File: config.mk
export PLATFORM = sky130hd
export DESIGN_NAME = pipeline_hazard_ctrl
export DESIGN_NICKNAME = d
export VERILOG_FILES = /design/src/rtl/pipeline_hazard_ctrl.sv
export SDC_FILE = /design/constraint.sdc
export NUM_CORES = 1
export LEC_CHECK = 0
export CAP_MARGIN = 15
export CORE_MARGIN = 5
export CORE_UTILIZATION = 28
export DETAILED_ROUTE_END_ITERATION = 10
export PLACE_DENSITY = 0.94
export SYNTH_ARGS = -nofsm -noshare
export SYNTH_HDL_FRONTEND = slang
export SYNTH_SLANG_ARGS = --single-unit
File: constraint.sdc
create_clock -name CLK -period 5.37 [get_ports CLK]
set_input_delay 1.074 -clock CLK [delete_from_list [all_inputs] [get_ports CLK]]
set_output_delay 1.074 -clock CLK [all_outputs]
set_load 0.01 [all_outputs]
File: src/rtl/pipeline_hazard_ctrl.sv
// Central stall/flush controller: RAW stalls, branch/jump redirect, memory freeze, halt latch
// and stall watchdog. Optional performance counters are enabled by defining HAZARD_PERF_CNT_EN.
module pipeline_hazard_ctrl #(
  parameter int unsigned STALL_LIMIT = 64,
  parameter int unsigned CNT_W       = $clog2(STALL_LIMIT + 1)
) (
  input  logic        CLK,
  input  logic        RST,
  input  logic [31:0] Inst_id,
  input  logic [31:0] Inst_ex,
  input  logic [31:0] Inst_mem,
  input  logic        RWrEn_ex,
  input  logic        RWrEn_mem,
  input  logic        JMP_mem,
  input  logic        BR_mem,
  input  logic        BranchCondTrue_mem,
  input  logic        halt_wb,
  input  logic        mem_busy,
  output logic        PC_WEN,
  output logic        IFID_WEN,
  output logic        IDEX_WEN,
  output logic        EXMEM_WEN,
  output logic        MEMWB_WEN,
  output logic        IFID_flush,
  output logic        IDEX_flush,
  output logic        EXMEM_flush,
  output logic        PC_redirect,
  output logic        halted,
  output logic        stall_err
`ifdef HAZARD_PERF_CNT_EN
  ,
  output logic [31:0] stall_cnt,
  output logic [31:0] flush_cnt
`endif
);

  localparam logic [6:0] OP_REG    = 7'b0110011;
  localparam logic [6:0] OP_IMM    = 7'b0010011;
  localparam logic [6:0] OP_LOAD   = 7'b0000011;
  localparam logic [6:0] OP_STORE  = 7'b0100011;
  localparam logic [6:0] OP_BRANCH = 7'b1100011;
  localparam logic [6:0] OP_JALR   = 7'b1100111;
  localparam logic [CNT_W-1:0] LIMIT = CNT_W'(STALL_LIMIT);

  typedef enum logic [1:0] {ST_RUN, ST_STALL, ST_FREEZE, ST_HALT} state_e;

  state_e           state_q, state_d;
  logic [CNT_W-1:0] wd_cnt_q, wd_cnt_d;
  logic             stall_err_q, stall_err_d;

  logic [6:0] op_id;
  logic [4:0] rs1_id, rs2_id, rd_ex, rd_mem;
  logic       uses_rs1_c, uses_rs2_c, rs1_hit_c, rs2_hit_c;
  logic       raw_c, redirect_c, act_c, act_redir_c, act_raw_c;
  logic       unused_c;

  assign op_id  = Inst_id[6:0];
  assign rs1_id = Inst_id[19:15];
  assign rs2_id = Inst_id[24:20];
  assign rd_ex  = Inst_ex[11:7];
  assign rd_mem = Inst_mem[11:7];
  assign unused_c = ^{Inst_id[31:25], Inst_id[14:12], Inst_ex[31:12], Inst_ex[6:0],
                      Inst_mem[31:12], Inst_mem[6:0]};

  // Source-operand decode and RAW detection against EX and MEM (no forwarding).
  assign uses_rs1_c = (op_id == OP_REG) || (op_id == OP_IMM) || (op_id == OP_LOAD) ||
                      (op_id == OP_STORE) || (op_id == OP_BRANCH) || (op_id == OP_JALR);
  assign uses_rs2_c = (op_id == OP_REG) || (op_id == OP_STORE) || (op_id == OP_BRANCH);
  assign rs1_hit_c  = (rs1_id != 5'd0) &&
                      ((RWrEn_ex && (rs1_id == rd_ex)) || (RWrEn_mem && (rs1_id == rd_mem)));
  assign rs2_hit_c  = (rs2_id != 5'd0) &&
                      ((RWrEn_ex && (rs2_id == rd_ex)) || (RWrEn_mem && (rs2_id == rd_mem)));
  assign raw_c      = (uses_rs1_c && rs1_hit_c) || (uses_rs2_c && rs2_hit_c);
  assign redirect_c = JMP_mem || (BR_mem && BranchCondTrue_mem);

  // Redirect/raw only take effect when not held by reset, halt or a memory freeze.
  assign act_c       = RST && (state_q != ST_HALT) && !halt_wb && !mem_busy;
  assign act_redir_c = act_c && redirect_c;
  assign act_raw_c   = act_c && raw_c && !redirect_c;

  always_comb begin
    state_d = ST_RUN;
    if (halt_wb || (state_q == ST_HALT)) begin
      state_d = ST_HALT;
    end else if (mem_busy) begin
      state_d = ST_FREEZE;
    end else if (raw_c && !redirect_c) begin
      state_d = ST_STALL;
    end

    wd_cnt_d = wd_cnt_q;
    case (state_d)
      ST_STALL, ST_FREEZE: wd_cnt_d = (wd_cnt_q == LIMIT) ? wd_cnt_q : wd_cnt_q + CNT_W'(1);
      ST_RUN:              wd_cnt_d = '0;
      default:             wd_cnt_d = wd_cnt_q;
    endcase
    stall_err_d = stall_err_q || (wd_cnt_d == LIMIT);
  end

  always_comb begin
    PC_WEN      = 1'b1;
    IFID_WEN    = 1'b1;
    IDEX_WEN    = 1'b1;
    EXMEM_WEN   = 1'b1;
    MEMWB_WEN   = 1'b1;
    IFID_flush  = 1'b0;
    IDEX_flush  = 1'b0;
    EXMEM_flush = 1'b0;
    PC_redirect = 1'b0;
    if (act_redir_c) begin
      {PC_WEN, IFID_WEN, IDEX_WEN, EXMEM_WEN, MEMWB_WEN} = 5'b00000;
      {IFID_flush, IDEX_flush, EXMEM_flush}            = 3'b111;
      PC_redirect                                      = 1'b1;
    end else if (act_raw_c) begin
      {IDEX_WEN, EXMEM_WEN, MEMWB_WEN} = 3'b000;
      IDEX_flush                       = 1'b1;
    end else if (act_c) begin
      {PC_WEN, IFID_WEN, IDEX_WEN, EXMEM_WEN, MEMWB_WEN} = 5'b00000;
    end
  end

  assign halted    = (state_q == ST_HALT);
  assign stall_err = stall_err_q;

`ifdef HAZARD_PERF_CNT_EN
  logic [31:0] stall_cnt_q, stall_cnt_d, flush_cnt_q, flush_cnt_d;

  always_comb begin
    stall_cnt_d = act_raw_c   ? stall_cnt_q + 32'd1 : stall_cnt_q;
    flush_cnt_d = act_redir_c ? flush_cnt_q + 32'd1 : flush_cnt_q;
  end

  always_ff @(negedge CLK or negedge RST) begin
    if (!RST) begin
      stall_cnt_q <= '0;
      flush_cnt_q <= '0;
    end else begin
      stall_cnt_q <= stall_cnt_d;
      flush_cnt_q <= flush_cnt_d;
    end
  end

  assign stall_cnt = stall_cnt_q;
  assign flush_cnt = flush_cnt_q;
`endif

  // State updates on the falling edge, in step with the stage registers.
  always_ff @(negedge CLK or negedge RST) begin
    if (!RST) begin
      state_q     <= ST_RUN;
      wd_cnt_q    <= '0;
      stall_err_q <= 1'b0;
    end else begin
      state_q     <= state_d;
      wd_cnt_q    <= wd_cnt_d;
      stall_err_q <= stall_err_d;
    end
  end

endmodule

==> results.ini, run 1 <==
[outcome]
status=finished, violations left
violations=negative setup slack

[synth]
synthCells=110
yosys_warnings=0
synth_top_cell_area_share=0.268
syn_avg_cell_area_um2=8.50
async_flop_share=1.00
synth_edf_count=0
yosys.area.top_type=dfrtn_1
synth_area_um2=935
synth-seq-cells=10
synthTopCellsByArea=dfrtn_1, xnor2_1, buf_4
synth_commonest_cells=xnor2_1, dfrtn_1, inv_1, nand2_1, nor2_1
synth_cell_types=35
synthMostInstantiatedCell=xnor2_1
seq_area_frac_synth=0.268
synth_ff_type=dfrtn_1
syn-num-nets=218

[route]
first_iter_violations=51
met2_length_um=2230
drcViolationCount=0
drt-total-wl_um=4310
top_layer_used=met4
wl_per_cell_um=17.3
firstDrtPassIters=4
wl_met1_um=1510
dr_wl_met3_um=263
drtAntennaViolNets=0
via_count=1280
via_per_inst=5.14

[clock_tree]
clk_path_buf_depth=2
holdBufCountCts=0
cts_buffers=3
clkTransAtPathRegs_ps=50
clock-sinks=10
clock-root-buffer=clkbuf_4
clock_latency_ps=270
cts_tree=yes
cts-htree-levels=1

[min_path]
hold_class=reg2reg
min_path_cells=1
hp-start=stall_err$_DFF_NN0_
min_to=stall_err$_DFF_NN0_

[sta]
rsz0062_at_grt=true
drv_slew=0
finalHoldViolCount=0
tightestPinTransition_ps=485
layout_setup_ws_ps=-568
slew_headroom=0.675
hold_slack_ps=442
setup_viol=8
finClkSkew_ps=3.68

[placed_design]
dp_hpwl_um=2360
routabilityCongestion=0.804
portBuffers=46

[setup_path]
crit_path_max_incr_delay_ps=380
rr_endpoint=stall_err$_DFF_NN0_
worstPathArrival_ps=3380
r2r_slack_ps=3140
critPathKind=in2reg
r2r_start=state_q[1]$_DFF_NN0_
r2r_cells=9
path_cells=buf_6 > or3_4 > o311a_4 > a32oi_4 > o21ai_2 > ha_4 > nand2b_4 > a31oi_4 > mux2_4 > nor2b_1 > a41o_1
path_max_fanout=5
cp_slowest_cell=or3_4
worstPathRequired_ps=2810
end_kind=flop
critPathLaunchType=input port

[floorplanning]
core-area_mm2=0.00328
die-area_mm2=0.00459
die_y_um=67.8
rows=21
die_x_um=67.8
ioPinCount=116
initial_core_util=0.285

[power_and_ir_drop]
leakagePower_nw=0.924
pwr-share-comb=0.404
clockPowerShare=0.267
power-per-cell-area_mw_per_mm2=131
ir_drop_uv=91.5
p_sw_uw=78.8
swShare=0.302
p_seq_frac=0.328
p_total_uw=261
p_int_uw=182

[grt]
grt_pass1_vias=1366
antenna_found_initial=0
grt_overflow=0
grt_max_degree=12
grt_use_total=0.189
grt_pass1_wl_um=6520

[job]
maxCapViolations=0

[layout]
drive_gt1_frac=0.493
antenna_cells=0
nNetsFinal=312
syn_to_final_growth_pct=113

[worst max path at each step]
stage / from / to / slack [ps] / cells after the start
6_report: Inst_id[22] / stall_err$_DFF_NN0_ / -570 / 11
5_1_grt: Inst_id[22] / stall_err$_DFF_NN0_ / -630 / 11
4_1_cts: Inst_id[22] / stall_err$_DFF_NN0_ / -510 / 11
3_5_place_dp: Inst_id[20] / stall_err$_DFF_NN0_ / -1290 / 11
3_3_place_gp: Inst_id[16] / stall_err$_DFF_NN0_ / -1170 / 12
2_1_floorplan: Inst_id[16] / stall_err$_DFF_NN0_ / -620 / 11
[worst max-delay path: cells and delay by family]
family	cells	cell delay, ps
compound gates	5	1200
mux	1	200
buf+inv	1	90
simple gates	3	490
fa+ha+maj	1	310
[sequential cells by signal (all words and copies together) (netlist names)]
signal / flops
state_q: 2
stall_err: 1
wd_cnt_q: 7
[through the flow]
step                setup slack [ps]  TNS, ps   util  cells  instance area (um^2)
finish                          -568    -2970  0.606    249                  1990
global route                    -625    -3380  0.606    249                  1990
CTS                             -507    -2390  0.578    247                  1900
detailed placement             -1290    -8360  0.478    214                  1570
global placement               -1170    -7630  0.478    214                  1570
floorplan                       -620    -3020      -    110                   963
[power groups by stage]
stage | Sequential [mW] | Clock [mW] | Combinational [mW]
after floorplan | 0.0851 | 0 | 0.0308
after global placement | 0.0856 | 0 | 0.0768
after detailed placement | 0.0858 | 0 | 0.0788
after CTS | 0.0848 | 0.0702 | 0.0892
after global routing | 0.0859 | 0.0741 | 0.111
final | 0.0856 | 0.0697 | 0.105
[metal layers]
metal | vias to the layer above | GRT usage
li1 | 573 | -
met1 | 611 | 0.183
met2 | 70 | 0.372
met3 | 26 | 0.0183
met4 | 0 | 0.124
met5 | - | 0
[final cells by class]
class                           instances  area, um^2
Timing Repair Buffer                   94         774
Clock buffer                            4        36.3
Fill cell                             251        1290
Multi-Input combinational cell         87         843
Tap cell                               46        57.6
Sequential cell                        10         250
Inverter                                8        30.0
[cell usage in the layout, fill, tap and decap left out, types with 3 or more instances in the layout]
master	count
xnor2_2	5
nand4_1	4
nor2_1	5
clkdlybuf4s50_1	10
nand2_1	8
inv_1	8
buf_4	44
a21o_1	4
dfrtn_1	10
dlygate4sd2_1	17
o21ai_2	3
buf_6	8
clkbuf_4	3
clkdlybuf4s15_1	3
buf_2	6
clkbuf_2	4
xnor2_1	15
[cells by family after synthesis]
group	synth area share
flops	0.268
compound gates	0.201
buf+inv	0.0723
simple gates	0.220
mux	0.0120
fa+ha+maj	0.0402
xor+xnor	0.187
[what timing repair did]
| action | 4_1_cts | 5_1_grt |
|---|---|---|
| pin swaps | 27 | 11 |
| setup buffers | 30 | 5 |
| resized for setup | 94 | 26 |
| endpoints found under the setup margin | 17 | 13 |
No activity file was read; power rests on OpenSTA's default activity.
==> inputs of run 2 (changes only) <==
--- a/config.mk
+++ b/config.mk
@@ -6,10 +6,11 @@
 export NUM_CORES = 1
 export LEC_CHECK = 0
 export CAP_MARGIN = 15
-export CORE_MARGIN = 5
+export CORE_MARGIN = 2
 export CORE_UTILIZATION = 28
 export DETAILED_ROUTE_END_ITERATION = 10
 export PLACE_DENSITY = 0.94
+export SKIP_CTS_REPAIR_TIMING = 1
 export SYNTH_ARGS = -nofsm -noshare
 export SYNTH_HDL_FRONTEND = slang
 export SYNTH_SLANG_ARGS = --single-unit
==> results.ini, run 2 (synthesized netlist as in run 1, its figures left out) <==
[layout]
syn_to_final_growth_pct=95.6  ; was 113%
largest_register_ffs=7  ; unchanged
layout_common_cells=dlymetal6s2s_1, buf_4, xnor2_1  ; was buf_4, dlygate4sd2_1, xnor2_1
max_flop_register=wd_cnt_q  ; unchanged
nNetsFinal=291  ; was 312
drive_gt1_frac=0.335  ; was 0.493
fin_util=0.589  ; was 0.606
layout_commonest_cell=dlymetal6s2s_1  ; was buf_4
fillerInstances=250  ; was 251
antenna_cells=0  ; unchanged

[route]
via_count=1141  ; was 1280
drtAntennaViolNets=0  ; unchanged
firstDrtPassIters=4  ; unchanged
first_iter_violations=46  ; was 51
drcViolationCount=0  ; unchanged
via_per_inst=5.05  ; was 5.14
wl_per_cell_um=16.2  ; was 17.3 um
drt-total-wl_um=3660  ; was 4310 um

[floorplanning]
initial_core_util=0.301  ; was 0.285
die-area_mm2=0.00382  ; was 0.00459 mm^2
rows=20  ; was 21
die_x_um=61.8  ; was 67.8 um
core-area_mm2=0.00310  ; was 0.00328 mm^2
ioPinCount=116  ; unchanged
die_y_um=61.8  ; was 67.8 um

[setup_path]
worstPathRequired_ps=2820  ; was 2810 ps
cp_slowest_cell=or4_4  ; was or3_4
critPathLaunchType=input port  ; unchanged
critPathKind=in2reg  ; unchanged
end_kind=flop  ; unchanged
crit_path_max_incr_delay_ps=550  ; was 380 ps
worstPathArrival_ps=3340  ; was 3380 ps
path_max_fanout=7  ; was 5
path_cells=clkbuf_2 > or4_4 > o22ai_4 > nor3_2 > a32oi_2 > o21ai_2 > ha_4 > nand2b_4 > a31oi_4 > mux2_4 > nor2b_1 > a41o_1  ; was buf_6 > or3_4 > o311a_4 > a32oi_4 > o21ai_2 > ha_4 > nand2b_4 > a31oi_4 > mux2_4 > nor2b_1 > a41o_1

[clock_tree]
cts-htree-levels=1  ; unchanged
cts_buffers=3  ; unchanged
clkTransAtPathRegs_ps=50  ; about the same
clock-root-buffer=clkbuf_4  ; unchanged
clock_latency_ps=290  ; was 270 ps
cts_tree=yes  ; unchanged
clock-sinks=10  ; unchanged
clk_path_buf_depth=2  ; unchanged

[sta]
finalHoldViolCount=0  ; unchanged
finClkSkew_ps=11.7  ; was 3.68 ps
slew_headroom=0.674  ; was 0.675
drv_slew=0  ; unchanged
setup_viol=9  ; was 8
rsz0062_at_grt=true  ; unchanged
layout_setup_ws_ps=-516  ; was -568 ps
hold_slack_ps=447  ; was 442 ps
tightestPinTransition_ps=488  ; was 485 ps

[grt]
grt_pass1_vias=1072  ; was 1366
grt_use_total=0.157  ; was 0.189
grt_overflow=0  ; unchanged
antenna_found_initial=0  ; unchanged
grt_pass1_wl_um=4480  ; was 6520 um
grt_max_degree=12  ; unchanged

[job]
maxCapViolations=0  ; unchanged

[outcome]
violations=negative setup slack  ; unchanged
status=finished, violations left  ; unchanged

[power_and_ir_drop]
leakagePower_nw=0.998  ; was 0.924 nW
power-per-cell-area_mw_per_mm2=136  ; was 131 mW/mm^2
ir_drop_uv=55.7  ; was 91.5 uV

[placed_design]
dp_hpwl_um=2420  ; was 2360 um
routabilityCongestion=0.869  ; was 0.804
portBuffers=46  ; unchanged
post-place-ws_ps=-1320  ; was -1290 ps

[min_path]
hold_class=reg2reg  ; unchanged

-- run 2: cell types whose count changed in the layout (fill, tap and decap cells not counted), moves of 4 or more --
cell,before,now
xnor2_2,5,1
xnor2_1,15,19
buf_4,44,25
buf_6,8,3
buf_2,6,0
dlygate4sd2_1,17,0
dlymetal6s2s_1,2,29
-- run 2: area by class of cell --
class / count / area, um^2 / area share
well taps: 44 / 55.1 / 0.0301
repair buffers: 73 / 724 / 0.396
inverters: 8 / 30.0 / 0.0164
multi-input cells: 87 / 732 / 0.400
flip-flops and latches: 10 / 250 / 0.137
clock buffers: 4 / 36.3 / 0.0198
-- run 2: final timing paths --
path,start,end,slack [ps],cells after the start
max in group asynchronous,RST,wd_cnt_q[4]$_DFF_NN0_,1320,1
worst max register to register,state_q[0]$_DFF_NN0_,stall_err$_DFF_NN0_,3140,9
worst max-delay path,Inst_id[19],stall_err$_DFF_NN0_,-520,12
worst min register to register,stall_err$_DFF_NN0_,stall_err$_DFF_NN0_,450,1
worst min-delay path,stall_err$_DFF_NN0_,stall_err$_DFF_NN0_,450,1
min in group asynchronous,RST,state_q[1]$_DFF_NN0_,3680,1
-- run 2: critical path: cells and delay by family --
kind / cells / cell delay (ps)
buffers and inverters: 1 / 100
adders and majority gates: 1 / 330
muxes: 1 / 190
AOI/OAI and AO/OA: 5 / 890
and+or+nand+nor: 4 / 730
-- run 2: routing by layer --
layer  GRT usage  vias to the layer above  wire length (um)
met5           0                        -                 0
met4      0.0608                        0                87
met3     0.00414                        8               154
met2       0.299                       44              1970
met1       0.185                      556              1440
li1            -                      533                 -
-- run 2: power by group --
group / internal [mW] / switching, mW
Sequential: 0.0805 / 0.00482
Clock: 0.0413 / 0.0337
Combinational: 0.0522 / 0.0363
Total: 0.174 / 0.0748
-- run 2: through the flow --
step                power, mW  instance area (um^2)  std cells  TNS, ps
floorplan               0.116                   963        110    -3020
global placement        0.164                  1570        212    -7670
detailed placement      0.167                  1570        212    -8730
CTS                     0.239                  1610        216    -8010
global route            0.256                  1830        226    -3340
finish                  0.249                  1830        226    -2540
